`src/rtl/uart_rx_monitor.sv`:
```
// 8N1 serial receiver that watches the SoC uart_tx line and reports decoded bytes.
// Runs in the SoC clock domain; independent of the SoC's own UART.
module uart_rx_monitor #(
    parameter int unsigned CLKS_PER_BIT = 87
) (
    input  logic       i_clock,
    input  logic       i_reset,
    input  logic       i_rx,
    output logic [7:0] o_data,
    output logic       o_valid,
    output logic       o_frame_err,
    output logic       o_busy,
    output logic [7:0] o_byte_count
);

    localparam int unsigned HALF_BIT = CLKS_PER_BIT / 2;
    localparam int unsigned CNT_W    = $clog2(CLKS_PER_BIT);
    localparam logic [CNT_W-1:0] BIT_LAST  = CNT_W'(CLKS_PER_BIT - 1);
    localparam logic [CNT_W-1:0] HALF_LAST = CNT_W'(HALF_BIT - 1);

    typedef enum logic [2:0] {StIdle, StStart, StData, StStop, StBreak} state_e;

    state_e           r_state, w_state_d;
    logic             r_sync0, r_sync1;
    logic             w_rx_s;
    logic [CNT_W-1:0] r_timer, w_timer_d;
    logic [2:0]       r_bit_idx, w_bit_idx_d;
    logic [7:0]       r_shift, w_shift_d;
    logic [7:0]       r_data, w_data_d;
    logic [7:0]       r_byte_count, w_byte_count_d;
    logic             r_valid, w_valid_d;
    logic             r_frame_err, w_frame_err_d;

    assign w_rx_s = r_sync1;

    always_ff @(posedge i_clock) begin
        if (i_reset) begin
            r_sync0      <= 1'b1;
            r_sync1      <= 1'b1;
            r_state      <= StIdle;
            r_timer      <= '0;
            r_bit_idx    <= '0;
            r_shift      <= '0;
            r_data       <= '0;
            r_byte_count <= '0;
            r_valid      <= 1'b0;
            r_frame_err  <= 1'b0;
        end else begin
            r_sync0      <= i_rx;
            r_sync1      <= r_sync0;
            r_state      <= w_state_d;
            r_timer      <= w_timer_d;
            r_bit_idx    <= w_bit_idx_d;
            r_shift      <= w_shift_d;
            r_data       <= w_data_d;
            r_byte_count <= w_byte_count_d;
            r_valid      <= w_valid_d;
            r_frame_err  <= w_frame_err_d;
        end
    end

    // Every timed state clears the timer on entry; its event fires at timer == N-1.
    always_comb begin
        w_state_d      = r_state;
        w_timer_d      = r_timer + CNT_W'(1);
        w_bit_idx_d    = r_bit_idx;
        w_shift_d      = r_shift;
        w_data_d       = r_data;
        w_byte_count_d = r_byte_count;
        w_valid_d      = 1'b0;
        w_frame_err_d  = 1'b0;
        unique case (r_state)
            StIdle: begin
                w_timer_d = '0;
                if (!w_rx_s) w_state_d = StStart;
            end
            StStart: begin
                if (r_timer == HALF_LAST) begin
                    w_timer_d = '0;
                    if (!w_rx_s) begin
                        w_state_d   = StData;
                        w_bit_idx_d = '0;
                    end else begin
                        w_state_d = StIdle;
                    end
                end
            end
            StData: begin
                if (r_timer == BIT_LAST) begin
                    w_timer_d   = '0;
                    w_shift_d   = {w_rx_s, r_shift[7:1]};
                    w_bit_idx_d = r_bit_idx + 3'd1;
                    if (r_bit_idx == 3'd7) w_state_d = StStop;
                end
            end
            StStop: begin
                if (r_timer == BIT_LAST) begin
                    w_timer_d = '0;
                    if (w_rx_s) begin
                        w_data_d       = r_shift;
                        w_valid_d      = 1'b1;
                        w_byte_count_d = r_byte_count + 8'd1;
                        w_state_d      = StIdle;
                    end else begin
                        w_frame_err_d = 1'b1;
                        w_state_d     = StBreak;
                    end
                end
            end
            StBreak: begin
                // A held-low line must return high before a new start bit is accepted.
                w_timer_d = '0;
                if (w_rx_s) w_state_d = StIdle;
            end
            default: begin
                w_timer_d = '0;
                w_state_d = StIdle;
            end
        endcase
    end

    assign o_data       = r_data;
    assign o_valid      = r_valid;
    assign o_frame_err  = r_frame_err;
    assign o_busy       = (r_state != StIdle);
    assign o_byte_count = r_byte_count;

endmodule

```
`config.mk`:
```
export PLATFORM = sky130hd
export DESIGN_NAME = uart_rx_monitor
export DESIGN_NICKNAME = d
export VERILOG_FILES = /design/src/rtl/uart_rx_monitor.sv
export SDC_FILE = /design/constraint.sdc
export NUM_CORES = 1
export LEC_CHECK = 0
export BUFFER_PORTS_ARGS = -buffer_cell sky130_fd_sc_hd__buf_2
export CAP_MARGIN = 20
export CORE_MARGIN = 2
export CORE_UTILIZATION = 30
export CTS_CLUSTER_DIAMETER = 120
export DETAILED_ROUTE_END_ITERATION = 6
export PLACE_DENSITY = 0.57
export SLEW_MARGIN = 30
export SYNTH_ARGS = -nofsm -noshare
export SYNTH_HDL_FRONTEND = slang
export SYNTH_SLANG_ARGS = --single-unit
export TNS_END_PERCENT = 10
```
`constraint.sdc`:
```
create_clock -name i_clock -period 3 [get_ports i_clock]
set_input_delay 0.6 -clock i_clock [delete_from_list [all_inputs] [get_ports i_clock]]
set_output_delay 0.6 -clock i_clock [all_outputs]
set_load 0.01 [all_outputs]
```
==> results by group, run 1 <==
CTS
  • Clock sinks: 41
  • Clk pin slew, worst setup/hold paths: 80 ps
  • H-Tree Depth: 2
  • Post CTS Setup Buffer Count: 0
  • CTS tree: done
  • CTS hold repair buffers: 0
  • Maximum clock path buffer count: 2
  • CTS Root Cell: clkbuf_8
  • Worst-Skew Late Latency: 300 ps
  • Clock buffer count from CTS: 5
  • Post_cts resized: 0

Logic synthesis
  • Seq/Total Area, Yosys: 47.6%
  • Cells after Synth: 177
  • Post-Syn Area: 1720 sq um
  • Syn nets: 185
  • Distinct cell type count after synthesis: 39
  • EDFF count, synth: 0
  • Yosys Warn Count: 0
  • Async set-reset flop share out of synthesis: 0%
  • Synth Flop Type: dfxtp_1
  • Post-synthesis register bit count: 41
  • Mean Syn Cell Area: 9.74 sq um

Timing
  • F_max: 497 MHz
  • Setup violations, final: 0
  • Setup TNS: 0 ps
  • Pins Over Slew Limit: 0
  • Clock Skew: 7.51 ps
  • Period utilization: 67.1%
  • Slew HR: 48.0%
  • Slew @ Worst Pin: 775 ps
  • Fin. Hold Viols: 0
  • Clock period minus worst slack: 2010 ps
  • Worst hold slack: 414 ps
  • RSZ-0062 raised after global routing: no

Outcome
  • Status: complete, no violations

Route
  • Routed WL: 3.13 mm
  • Vias per cell: 4.74
  • Wire per inst: 11.5 um
  • TritonRoute pass-1 iters: 4
  • Antenna Violating Nets Remaining: 0
  • Initial DRC Count: 74
  • Via count: 1290
  • # DRC: 0

Place
  • Placed Instances: 264
  • Dpl hpwl: 2.11 mm
  • IO buf count: 21
  • Routability cong.: 0.710

Die
  • Starting Density: 31.1%
  • Die extent in x: 79.8 um
  • Total die area: 6370 sq um
  • Core ar.: 5540 sq um
  • IO Count: 22
  • FP Rows: 27
  • DIE HEIGHT: 79.8 um

Worst setup path
  • Crit Reg-Reg Startpoint: r_timer[0]
  • Setup crit end kind: flip-flop
  • Worst path required time: 3230 ps
  • Class of the most critical setup path: flip-flop to flip-flop
  • Highest fanout seen on the critical path: 9
  • CP startpoint kind: flip-flop
  • CP arrival: 2250 ps
  • Crit path from: r_timer[0]

Power and ir drop
  • Worst vdd ir: 0.240 mV
  • Power Total: 1.10 mW
  • PD cells: 541 nW/um^2
  • Leakage dissipation: 0.787 nW

Cells and area
  • Layout fillers: 596
  • Antenna fix cells: 0
  • Most frequent cells in the layout: dfxtp_1 (41), nor2_1 (29), buf_2 (21), mux2i_1 (17), nor3_1 (9)
  • NumNets Final: 207
  • Post-layout util: 36.8%
  • Final std cells w/o fill: 272
  • Most common cell after layout, fill and taps aside: dfxtp_1
  • Area Growth Syn to Fin: 18.4%
  • Layout cell share with drive strength beyond 1: 20.0%

Global route
  • Gr ovfl total: 0
  • Vias in the first global route: 1223
  • First-pass GRT wire length: 5.38 mm
  • Gr usage total: 11.0%
  • Antenna violations before repair: 0
  • Largest net degree at the start of global routing: 33

Hold path
  • Class of the worst hold path: flip-flop to flip-flop
  • Hold Crit Start: r_sync0

Run
  • Max-cap viol count: 0
[cell families (layout without fill, tap and decap cells)]
group	count (synthesis)	in the layout	synth area share, %
multiplexers	17	17	9.87
flip-flops	41	41	47.6
XOR/XNOR	9	9	4.57
buffers and inverters	11	34	2.54
AO/OA/AOI/OAI	17	17	6.60
AND/OR/NAND/NOR	77	77	25.2
adder cells (fa/ha/maj)	5	5	3.63
[where the power goes]
part,internal (mW),switching [mW]
registers,0.546,0.00296
clock network,0.335,0.201
logic,0.00611,0.0135
total,0.887,0.218
[flip-flops by register name, indices dropped and copies added (netlist names)]
register and count:
r_sync1 1, o_data 8, r_state 3, o_valid 1, r_sync0 1, r_bit_idx 3
o_frame_err 1, r_shift 8, o_byte_count 8, r_timer 7
[area by class of cell]
class	instances	area [sq um]	area share, %
Multi-Input combinational cell	125	865	42.4
Sequential cell	41	821	40.2
Timing Repair Buffer	22	113	5.52
Tap cell	72	90.1	4.41
Clock buffer	5	68.8	3.37
Clock inverter	3	68.8	3.37
Inverter	4	15.0	0.736
[critical path, stage by stage, from the launching register on]
cell and delay [ps]:
dfxtp_1 340, inv_1 60, ha_1 220, nand4b_4 200, or4_4 570, or4_1 410
a21oi_1 140
[cells in the mapped netlist (3+ instances only)]
master / number / area share, %
dfxtp_1: 41 / 48
nor2_1: 29 / 6.3
mux2i_1: 17 / 9.9
nor3_1: 10 / 2.9
nand3_1: 7 / 2.0
xnor2_1: 6 / 3.0
a21oi_1: 5 / 1.5
ha_1: 5 / 3.6
clkbuf_1: 4 / 0.87
inv_1: 4 / 0.87
nand2_1: 4 / 0.87
nand2b_1: 3 / 1.1
nor4_1: 3 / 1.1
o21ai_0: 3 / 0.87
or2_2: 3 / 1.1
or3_1: 3 / 1.1
xor2_1: 3 / 1.5
[layer usage]
layer / GRT usage (%) / part of all wire [%]
met2: 17.1 / 44
met1: 12.9 / 49
met5: 0 / 0
met4: 7.12 / 3.0
met3: 3.51 / 4.0
[path summary, 6_finish.rpt]
| path | endpoint | slack, ps | depth (start not counted) |
|---|---|---|---|
| worst max-delay path | o_byte_count[6] | 990 | 6 |
| worst min-delay path | r_sync1 | 410 | 1 |
| worst max register to register | o_byte_count[6] | 990 | 6 |
| worst min register to register | r_sync1 | 410 | 1 |
[per-stage QoR]
step	area (sq um)	worst slack [ps]
after floorplan	1720	1130
after global placement	1900	1050
after detailed placement	1900	1010
after CTS	2040	986
after global routing	2040	871
final	2040	987
Note: power is estimated with default switching activity, not from simulation.
==> inputs of run 2 (changes only) <==
Settings changed: ABC_AREA set to 1, PLACE_DENSITY 0.57 to 0.58.
Clock period 3 ns to 1.8 ns, I/O delays scaled along.
==> run 2 against run 1 <==
  * First-iteration DRC count shrank 16%
  * Worst setup slack lost 740 ps
  * Largest cell class unchanged
  * Highest routed layer unchanged
  * Clock skew grew 1.5 ps
  * Critical endpoint is now r_bit_idx[1]
==> results by group, run 2 <==
Logic synthesis
  • Yosys Warn Count: 0
  • Synth Area in Simple Gates: 30.8%
  • Distinct cell type count after synthesis: 26
  • Count leader, synth: nor2_1
  • Cells after Synth: 245
  • Synth Flop Type: dfxtp_1
  • Largest family of logic cells by synthesized area: simple AND/OR/NAND/NOR gates
  • EDFF count, synth: 0
  • Post-synthesis adder-cell area fraction: 3.49%
  • Mean Syn Cell Area: 7.32 sq um
  • Async set-reset flop share out of synthesis: 0%
  • Yosys top cell area share: 45.8%
  • Post-synth top area cell: dfxtp_1
  • Synth Area in XOR/XNOR: 3.42%
  • Post-synthesis mux area share: 0%
  • Ranking of synthesized cells by area: dfxtp_1 (46%), nor2_1 (13%), nand2_1 (7.5%), o21ai_0 (6.1%), inv_1 (4.8%)
  • Syn nets: 253
  • Seq/Total Area, Yosys: 45.8%
  • Post-synthesis register bit count: 41
  • Synth top cells by count: nor2_1 (64), dfxtp_1 (41), nand2_1 (36), inv_1 (23), o21ai_0 (22)
  • Compound-Gate Fraction of Synth Area: 9.00%
  • Post-Syn Area: 1790 sq um

Timing
  • Fin. Hold Viols: 0
  • Slew @ Worst Pin: 548 ps
  • Slew HR: 63.3%
  • Setup violations, final: 0
  • Pins Over Slew Limit: 0
  • Clock period minus worst slack: 1550 ps
  • F_max: 645 MHz
  • Period utilization: 86.1%
  • Setup TNS: 0 ps
  • Clock Skew: 9.03 ps
  • RSZ-0062 raised after global routing: no
  • Worst hold slack: 254 ps

Global route
  • Antenna violations before repair: 0
  • Gr usage total: 11.3%
  • Vias in the first global route: 1330
  • Largest net degree at the start of global routing: 24
  • First-pass GRT wire length: 5.78 mm
  • Gr ovfl total: 0

Die
  • Die extent in x: 81.3 um
  • FP Rows: 28
  • IO Count: 22
  • Core ar.: 5850 sq um
  • Starting Density: 30.6%
  • DIE HEIGHT: 81.3 um
  • Total die area: 6610 sq um

Worst setup path
  • Class of the most critical setup path: flip-flop to flip-flop
  • Worst path required time: 1980 ps
  • CP arrival: 1730 ps
  • CP startpoint kind: flip-flop
  • Setup crit end kind: flip-flop
  • Reg2reg path depth: 9
  • Highest fanout seen on the critical path: 10

Route
  • # DRC: 0
  • Wire per inst: 9.88 um
  • Vias per cell: 4.39
  • Via count: 1515
  • Antenna Violating Nets Remaining: 0
  • Routed WL: 3.41 mm
  • TritonRoute pass-1 iters: 4
  • Initial DRC Count: 62

Place
  • Dpl hpwl: 2.48 mm
  • Cell area after placement: 1970 sq um
  • Placed Instances: 337
  • IO buf count: 21
  • Routability cong.: 0.799

Cells and area
  • Layout cell share with drive strength beyond 1: 16.7%
  • Multi-input logic area: 843 sq um
  • Antenna fix cells: 0
  • Area Growth Syn to Fin: 15.0%
  • Design area: 2060 sq um
  • Final std cells w/o fill: 345
  • Layout fillers: 630
  • Seq. cell area: 821 sq um
  • Most frequent cells in the layout: nor2_1 (64), dfxtp_1 (41), nand2_1 (36), inv_1 (23), o21ai_0 (22)
  • Post-layout util: 35.2%
  • Most common cell after layout, fill and taps aside: nor2_1
  • NumNets Final: 277

Power and ir drop
  • PD cells: 977 nW/um^2
  • Worst vdd ir: 0.605 mV
  • Leakage dissipation: 0.934 nW

Outcome
  • Status: complete, no violations

CTS
  • Worst-Skew Late Latency: 290 ps
  • Clk pin slew, worst setup/hold paths: 80 ps
  • Post CTS Setup Buffer Count: 0
  • H-Tree Depth: 2
  • Maximum clock path buffer count: 2
  • Clock buffer count from CTS: 5
  • CTS Root Cell: clkbuf_8
  • Clock sinks: 41
  • CTS tree: done

Hold path
  • Hold depth: 2
  • Class of the worst hold path: primary input to flip-flop

Run
  • Max-cap viol count: 0
-- run 2: cell types whose count changed after synthesis, sizes merged, moves of 8 or more --
cell,before,now
nor3,11,1
mux2i,17,0
nand3,7,15
inv,4,26
o21ai,3,22
nand2,4,39
nor2,29,68
-- run 2: path summary, 6_finish.rpt --
| path | slack [ps] | start | to |
|---|---|---|---|
| max | 250 | r_timer[0] | r_bit_idx[1] |
| min | 250 | i_rx | r_sync0 |
| max reg2reg | 250 | r_timer[0] | r_bit_idx[1] |
| min reg2reg | 410 | r_sync0 | r_sync1 |
-- run 2: cells by family (layout without fill, tap and decap cells) --
logic type,after synthesis,count (layout)
xor gates and xnor gates,7,7
AOI/OAI and AO/OA,31,31
buffers and inverters,32,57
DFF,41,41
and+or+nand+nor,129,129
adders and majority gates,5,5
-- run 2: through the flow --
stage / total power, mW / worst slack, ps
final: 2.01 / 251
after global routing: 2.16 / 21.1
after CTS: 2.05 / 188
after detailed placement: 1.46 / 194
after global placement: 1.45 / 229
after floorplan: 1.36 / 465
-- run 2: layout make-up --
cell class                      count  area share (%)
Inverter                           26            4.73
Tap cell                           75            4.55
Timing Repair Buffer               23            5.83
Multi-Input combinational cell    172            40.9
Clock buffer                        5            3.34
Clock inverter                      3           0.850
Sequential cell                    41            39.8
-- run 2: routing by layer --
layer / up-vias / GRT usage (%) / share of wire, % / wire length [um]
met2: 24 / 18.2 / 44 / 1510
met1: 670 / 13.8 / 51 / 1730
met5: - / 0 / 0 / 0
li1: 819 / - / - / -
met3: 2 / 3.11 / 3.8 / 129
met4: 0 / 5.76 / 1.2 / 41
-- run 2: timing repair --
action                                  4_1_cts  5_1_grt
hold buffers                                  0        0
endpoints found under the hold margin         0        0
endpoints found under the setup margin        0        4
resized for setup                             0        1
-- run 2: power by group --
| group | total [mW] | switching (mW) | internal (mW) |
|---|---|---|---|
| clock | 0.584 | 0.317 | 0.268 |
| sequential | 0.993 | 0.0474 | 0.945 |
| combinational | 0.437 | 0.287 | 0.150 |
| total | 2.01 | 0.651 | 1.36 |
-- run 2: worst max-delay path: stages (launching register included) --
cell	delay, ps
dfxtp_1	340
inv_1	60
ha_1	170
nand2_1	60
inv_1	60
nand3_1	130
nor2_2	310
inv_2	160
nand3_1	100
a21oi_1	60
==> inputs of run 3 (changes only) <==
Settings changed: CORE_UTILIZATION 30 to 51, PLACE_DENSITY 0.58 to 0.84.
==> run 3 against run 2 <==
  * Worst setup slack improved by 20 ps
  * Non-clock buffer count stayed put
  * Clock-buffer cell count is the same
  * Critical path type unchanged
  * Largest power group unchanged
==> results by group, run 3 (same netlist as run 2, synthesis figures left out) <==
CTS
  • CTS hold repair buffers: 0
  • H-Tree Depth: 2
  • Clock buffer count from CTS: 5
  • CTS tree: done
  • CTS Root Cell: clkbuf_4
  • Clk pin slew, worst setup/hold paths: 140 ps
  • Clock sinks: 41
  • Post CTS Setup Buffer Count: 0
  • Worst-Skew Late Latency: 360 ps
  • Maximum clock path buffer count: 2
  • Post_cts resized: 0

Timing
  • Fin. Hold Viols: 0
  • Clock period minus worst slack: 1530 ps
  • Slew @ Worst Pin: 540 ps
  • Setup violations, final: 0
  • F_max: 654 MHz
  • Setup WS post-layout: 271 ps
  • Setup TNS: 0 ps
  • Clock Skew: 19.8 ps
  • Period utilization: 85.0%
  • Pins Over Slew Limit: 0
  • RSZ-0062 raised after global routing: no
  • Slew HR: 63.8%

Cells and area
  • Most common cell after layout, fill and taps aside: nor2_1
  • Post-layout util: 60.2%
  • NumNets Final: 277
  • Layout cell share with drive strength beyond 1: 16.7%
  • Area Growth Syn to Fin: 12.8%
  • Layout fillers: 343
  • Design area: 2020 sq um
  • Most frequent cells in the layout: nor2_1 (64), dfxtp_1 (41), nand2_1 (36), inv_1 (23), o21ai_0 (22)
  • Antenna fix cells: 0

Worst setup path
  • CP arrival: 1840 ps
  • Highest fanout seen on the critical path: 7
  • Setup crit end kind: flip-flop
  • Class of the most critical setup path: flip-flop to flip-flop
  • R2R setup slack: 270 ps
  • CP startpoint kind: flip-flop
  • Worst path required time: 2110 ps
  • Reg2reg path depth: 9
  • R2R Path End: r_shift[7]
  • Crit Reg-Reg Startpoint: r_timer[0]

Global route
  • Gr ovfl total: 0
  • Antenna violations before repair: 0
  • First-pass GRT wire length: 5.40 mm
  • Gr usage total: 17.1%
  • Vias in the first global route: 1289
  • Largest net degree at the start of global routing: 26

Power and ir drop
  • Power Total: 2.04 mW
  • Worst vdd ir: 0.809 mV
  • Leakage dissipation: 0.931 nW
  • PD cells: 1010 nW/um^2

Outcome
  • Status: complete, no violations

Route
  • Via count: 1522
  • Antenna Violating Nets Remaining: 0
  • Wire per inst: 9.89 um
  • # DRC: 0
  • Met3 wire len: 137 um
  • M1 wire length: 1.55 mm
  • Top Metal Used: met4
  • Wire length on met2: 1.37 mm
  • Initial DRC Count: 78
  • TritonRoute pass-1 iters: 4
  • Vias per cell: 4.82
  • Routed WL: 3.13 mm

Die
  • Core ar.: 3360 sq um
  • Die extent in x: 63.3 um
  • FP Rows: 21
  • Starting Density: 53.3%
  • IO Count: 22
  • Total die area: 4010 sq um
  • DIE HEIGHT: 63.3 um

Hold path
  • Class of the worst hold path: primary input to flip-flop
  • Hold Crit Start: i_rx
  • Hold path endpoint: r_sync0
  • Hold depth: 2

Place
  • Routability cong.: 0.884
  • Cell area after placement: 1930 sq um
  • Post-Place Worst Slack: 230 ps
  • Dpl hpwl: 2.24 mm
  • IO buf count: 21

Run
  • Max-cap viol count: 0
==> run 3: changes by cell type in the layout (fill, tap and decap cells not counted), sizes merged <==
| cell | delta |
|---|---|
| bufinv | +1 |
| clkinv | -1 |
==> run 3: per-stage QoR <==
stage / hold WS [ps] / instances
finish: 189 / 316
global route: 172 / 316
CTS: 168 / 316
detailed placement: 402 / 308
global placement: 393 / 308
floorplan: 389 / 245
==> run 3: power by group <==
part	switching (mW)	internal [mW]
Clock	0.314	0.294
Combinational	0.287	0.150
Sequential	0.0464	0.946
==> run 3: critical path, stage by stage, from the launching register on <==
cell	delay (ps)
dfxtp_1	350
inv_1	60
ha_1	180
nand2_1	60
inv_1	50
nand3_1	130
nor2_2	260
buf_4	200
o21ai_0	70
a21oi_1	120
==> run 3: worst max-delay path by stage <==
stage / startpoint / endpoint / slack (ps)
after floorplan: r_timer[0] / o_byte_count[1] / 470
after global placement: r_timer[0] / o_data[3] / 260
after detailed placement: r_timer[0] / o_data[2] / 230
after CTS: r_timer[0] / o_data[2] / 220
after global routing: r_timer[0] / r_timer[6] / 60
final: r_timer[0] / r_shift[7] / 270
==> run 3: layer usage <==
| metal | GRT usage, % | vias to the layer above |
|---|---|---|
| li1 | - | 818 |
| met1 | 21.7 | 669 |
| met2 | 25.4 | 27 |
| met3 | 6.07 | 8 |
| met4 | 9.24 | 0 |
| met5 | 0 | - |
==> run 3: layout make-up <==
cell class | count | area (sq um) | area share [%]
multi-input combinational | 172 | 843 | 41.7
sequential | 41 | 821 | 40.6
clock buffer | 5 | 37.5 | 1.86
inverter | 26 | 97.6 | 4.82
tap | 46 | 57.6 | 2.84
clock inverter | 3 | 46.3 | 2.29
timing repair buffer | 23 | 120 | 5.94
